$ cat config.mk
export PLATFORM = sky130hd
export DESIGN_NAME = mips_bus_arbiter
export DESIGN_NICKNAME = d
export VERILOG_FILES = /design/src/rtl/mips_bus_arbiter.sv
export SDC_FILE = /design/constraint.sdc
export NUM_CORES = 1
export LEC_CHECK = 0
export ABC_AREA = 1
export BUFFER_PORTS_ARGS = -buffer_cell sky130_fd_sc_hd__buf_2
export CAP_MARGIN = 5
export CORE_AREA = 2 2 123 125
export DETAILED_ROUTE_END_ITERATION = 12
export DIE_AREA = 0 0 125 127
export SYNTH_ARGS = -nofsm -noshare
export SYNTH_HDL_FRONTEND = slang
export SYNTH_SLANG_ARGS = --single-unit
export TNS_END_PERCENT = 1
$ cat constraint.sdc
create_clock -name clk -period 1.4 [get_ports clk]
set_input_delay 0.07 -clock clk [delete_from_list [all_inputs] [get_ports clk]]
set_output_delay 0.07 -clock clk [all_outputs]
set_load 0.01 [all_outputs]
$ cat src/rtl/mips_bus_arbiter.sv
// Two-master, one-slave Avalon-style arbiter for a single shared RAM.
// Each grant carries exactly one transfer and is followed by one IDLE cycle of re-arbitration.
module mips_bus_arbiter #(
  parameter bit FIXED_PRIORITY = 1'b0
) (
  input  logic        clk,
  input  logic        reset,

  input  logic [31:0] m0_address,
  input  logic        m0_read,
  input  logic        m0_write,
  input  logic [31:0] m0_writedata,
  input  logic [3:0]  m0_byteenable,
  output logic        m0_waitrequest,
  output logic [31:0] m0_readdata,

  input  logic [31:0] m1_address,
  input  logic        m1_read,
  input  logic        m1_write,
  input  logic [31:0] m1_writedata,
  input  logic [3:0]  m1_byteenable,
  output logic        m1_waitrequest,
  output logic [31:0] m1_readdata,

  output logic [31:0] s_address,
  output logic        s_read,
  output logic        s_write,
  output logic [31:0] s_writedata,
  output logic [3:0]  s_byteenable,
  input  logic        s_waitrequest,
  input  logic [31:0] s_readdata,

  output logic [1:0]  grant
);

  // state  | meaning
  // IDLE   | no owner; arbitrating among current requests
  // GRANT0 | master 0 owns the slave for one transfer
  // GRANT1 | master 1 owns the slave for one transfer
  localparam logic [1:0] IDLE   = 2'd0;
  localparam logic [1:0] GRANT0 = 2'd1;
  localparam logic [1:0] GRANT1 = 2'd2;

  logic [1:0] state, state_next;
  logic       last_grant, last_grant_next;
  logic       req0, req1, done;

  assign req0 = m0_read | m0_write;
  assign req1 = m1_read | m1_write;
  assign done = (s_read | s_write) & ~s_waitrequest;

  // Read data is broadcast; only the owner's completion cycle makes it meaningful.
  assign m0_readdata = s_readdata;
  assign m1_readdata = s_readdata;

  always_comb begin
    s_address      = '0;
    s_read         = 1'b0;
    s_write        = 1'b0;
    s_writedata    = '0;
    s_byteenable   = '0;
    m0_waitrequest = 1'b1;
    m1_waitrequest = 1'b1;
    grant          = 2'b00;
    case (state)
      GRANT0: begin
        s_address      = m0_address;
        s_read         = m0_read;
        s_write        = m0_write;
        s_writedata    = m0_writedata;
        s_byteenable   = m0_byteenable;
        m0_waitrequest = s_waitrequest;
        grant          = 2'b01;
      end
      GRANT1: begin
        s_address      = m1_address;
        s_read         = m1_read;
        s_write        = m1_write;
        s_writedata    = m1_writedata;
        s_byteenable   = m1_byteenable;
        m1_waitrequest = s_waitrequest;
        grant          = 2'b10;
      end
      default: ;
    endcase
  end

  always_comb begin
    state_next      = state;
    last_grant_next = last_grant;
    case (state)
      IDLE: begin
        if (req0 && req1)
          state_next = (FIXED_PRIORITY || last_grant) ? GRANT0 : GRANT1;
        else if (req0)
          state_next = GRANT0;
        else if (req1)
          state_next = GRANT1;
      end
      GRANT0: begin
        if (done) begin
          state_next      = IDLE;
          last_grant_next = 1'b0;
        end else if (!req0) begin
          // Owner abandoned its request; release without crediting it.
          state_next = IDLE;
        end
      end
      GRANT1: begin
        if (done) begin
          state_next      = IDLE;
          last_grant_next = 1'b1;
        end else if (!req1) begin
          state_next = IDLE;
        end
      end
      default: state_next = IDLE;
    endcase
  end

  // last_grant resets to 1 so master 0 wins the first tie.
  always_ff @(posedge clk or posedge reset) begin
    if (reset) begin
      state      <= IDLE;
      last_grant <= 1'b1;
    end else begin
      state      <= state_next;
      last_grant <= last_grant_next;
    end
  end

endmodule

==> impl_metrics.yaml <==
placement:
  place_hpwl_mm: 5.88
  place_congestion: 0.749
  port_buffers: 216
  pre_cts_slack_ps: -72.7
cts:
  h-tree-depth: 1
  clk_pin_slew_worst_paths_ps: 30
  cts.sinks: 3
  cts-root-buf: "clkbuf_16"
  cts_buffers: 3
  clk_latency_ps: 220
  cts.path.max_buffers: 2
  cts_tree: "done"
power_and_ir_drop:
  ir_worst_vdd_mv: 1.23
  p_leak_nw: 1.63
  total_power_mw: 7.01
  p_per_area_nw_per_um2: 2130
global_route:
  antenna_found_initial: 0
  busiest_layer: "met2"
  grt_use_met1: 0.101
  grt_pass1_vias: 2468
  overflow: 0
  grt_usage: 0.0912
  grt_util_met3: 0.0197
  grt_util_met2: 0.166
  grt_max_degree: 40
  grt_pass1_wl_mm: 12.0
detailed_routing:
  wl_per_cell_um: 13.9
  drt_iter0_markers: 96
  wirelength_mm: 9.49
  detail-route-antenna-nets: 0
  drc: 0
  vias: 2715
  viasPerCell: 3.97
  first_pass_iters: 4
logic_synthesis:
  synth_top_area_frac: 0.322
  synth_seq_area_share: 0.0434
  synth.area.top_cells: "nand2_1 32%, buf_4 27%, a21oi_1 19%"
  synthesis.nets: 517
  avgSynthCellArea_um2: 5.22
  yosys.area.top_type: "nand2_1"
  synthCells: 337
  synth_seq_cells: 3
  post_synth_num_cell_types: 18
  ys_warn_count: 0
  netlist_area_um2: 1760
run_status:
  failed_checks: "negative setup slack"
  outcome: "finished with violations"
floorplan:
  die-height_um: 127
  dieArea_um2: 15900
  initial_core_util: 0.122
  die_w_um: 125
  ios: 313
  core-area_um2: 14400
  rows: 44
timing:
  fin_ws_ps: -236
  period_needed_ps: 1640
  clock_skew_ps: 0.682
  setup_tns_ps: -14090
  max_clock_freq_ghz: 0.611
  setup_viol: 75
  drv_slew: 0
  whs_ps: 140
  finalCritPeriodShare: 1.17
  finalHoldViolCount: 0
  tightest_slew_ps: 185
  rsz0062_at_grt: "yes"
  slew_headroom: 0.876
setup_path:
  critPathRequiredTime_ps: 1330
  path_max_fanout: 8
  reg2reg_slack_ps: -100
  cp_common_cell: "buf_12"
  path_depth: 7
  path_buf_inv: 4
  crit_arrival_ps: 1570
  crit_path_max_incr_delay_ps: 390
  cp-start-kind: "flip-flop"
  cp_cell_sequence: "inv_2 -> ha_4 -> buf_12 -> buf_12 -> nand2_1 -> a21oi_4 -> buf_2"
  end_kind: "output port"
  cpMaxStageDelayCell: "dfrtp_1"
  rr_worst_depth: 9
  crit_type: "flip-flop to output port"
  path_delay_family: "buffers and inverters"
hold_path:
  hold_path_class: "input pin to output port"
  hold_depth: 0
layout:
  multiInputGateArea_um2: 1310
  diodes: 0
  fill_cells: 1626
  regArea_um2: 76.3
  syn2layout_area_growth_pct: 87.1
  layout-drive-gt1-share: 0.646
  nNetsFinal: 681
run:
  cap_violations: 0
[logic make-up after synthesis]
logic type,Yosys count,share of synthesized area
buffers and inverters,95,0.361
AO/OA/AOI/OAI,70,0.205
flip-flops,3,0.0434
AND/OR/NAND/NOR,164,0.355
adder cells (fa/ha/maj),5,0.0355
[power by group]
group          total [mW]  internal [mW]  switching [mW]  leakage, nW
logic                6.39           2.78            3.60         1.55
clock network       0.454          0.376          0.0786       0.0382
registers           0.172          0.141          0.0304       0.0362
[path summary, 6_finish.rpt]
kind,from,endpoint
max,state[1]$_DFFE_PP0P_,s_address[15]
max in group asynchronous,reset,last_grant$_DFFE_PP1P_
min,s_readdata[0],m0_readdata[0]
min in group asynchronous,reset,state[0]$_DFFE_PP0P_
max reg2reg,state[0]$_DFFE_PP0P_,state[0]$_DFFE_PP0P_
min reg2reg,last_grant$_DFFE_PP1P_,last_grant$_DFFE_PP1P_
[layer usage]
layer / up-vias / part of all wire
met4: 0 / 0.036
met3: 39 / 0.099
met5: - / 0
met1: 1187 / 0.38
met2: 167 / 0.49
li1: 1322 / -
[stage by stage]
stage,cells,utilization,area [um2]
floorplan,337,-,1760
global placement,662,0.183,2640
detailed placement,662,0.183,2640
CTS,673,0.202,2910
global route,684,0.228,3290
finish,684,0.228,3290
[cell type report]
| cell class | instances | area share |
|---|---|---|
| repair buffers | 246 | 0.474 |
| flip-flops and latches | 3 | 0.0232 |
| multi-input cells | 239 | 0.398 |
| inverters | 8 | 0.0106 |
| clock buffers | 4 | 0.0239 |
| well taps | 184 | 0.0699 |
[repair_timing]
item	CTS	global route
buffers inserted	3	4
hold endpoints to repair	3	0
setup endpoints to repair	73	75
gates cloned	3	8
pin swaps	4	31
gates resized for setup	15	68
hold buffers	1	0
[worst register-to-register path, stage by stage, from the launching register on]
cell     delay (ps)
dfrtp_1         380
buf_4           160
ha_4            170
buf_4           160
nand2_1          80
nand2_2          70
o22ai_2         150
nand2_1          90
nand2_1          60
nand2_1          50
[registers in the layout, indices dropped and copies added, names as in the netlist]
register	cells
last_grant	1
state	2
[cells in the mapped netlist (all sizes together)]
| cell type | n |
|---|---|
| clkbuf | 3 |
| buf | 84 |
| nor2 | 7 |
| nor3 | 1 |
| nand2 | 152 |
| dfrtp | 2 |
| inv | 8 |
| o22ai | 1 |
| a21oi | 69 |
| dfstp | 1 |
| nand3 | 4 |
| ha | 5 |
[layout by cell type, fill, tap and decap left out]
cell type,count
a21oi_1,27
buf_16,2
ha_4,4
nor2_2,1
o22ai_2,1
buf_12,8
dfrtp_1,2
nand2_1,131
inv_6,1
ha_1,1
clkbuf_16,8
a21oi_2,41
nor3_1,1
inv_2,4
dfstp_2,1
clkbuf_1,1
nor2_1,6
buf_2,215
a21oi_4,1
dlygate4sd3_1,1
buf_6,4
buf_8,1
buf_4,10
nand3_1,4
nand2_2,21
inv_1,3
No activity file was read; power rests on OpenSTA's default activity.
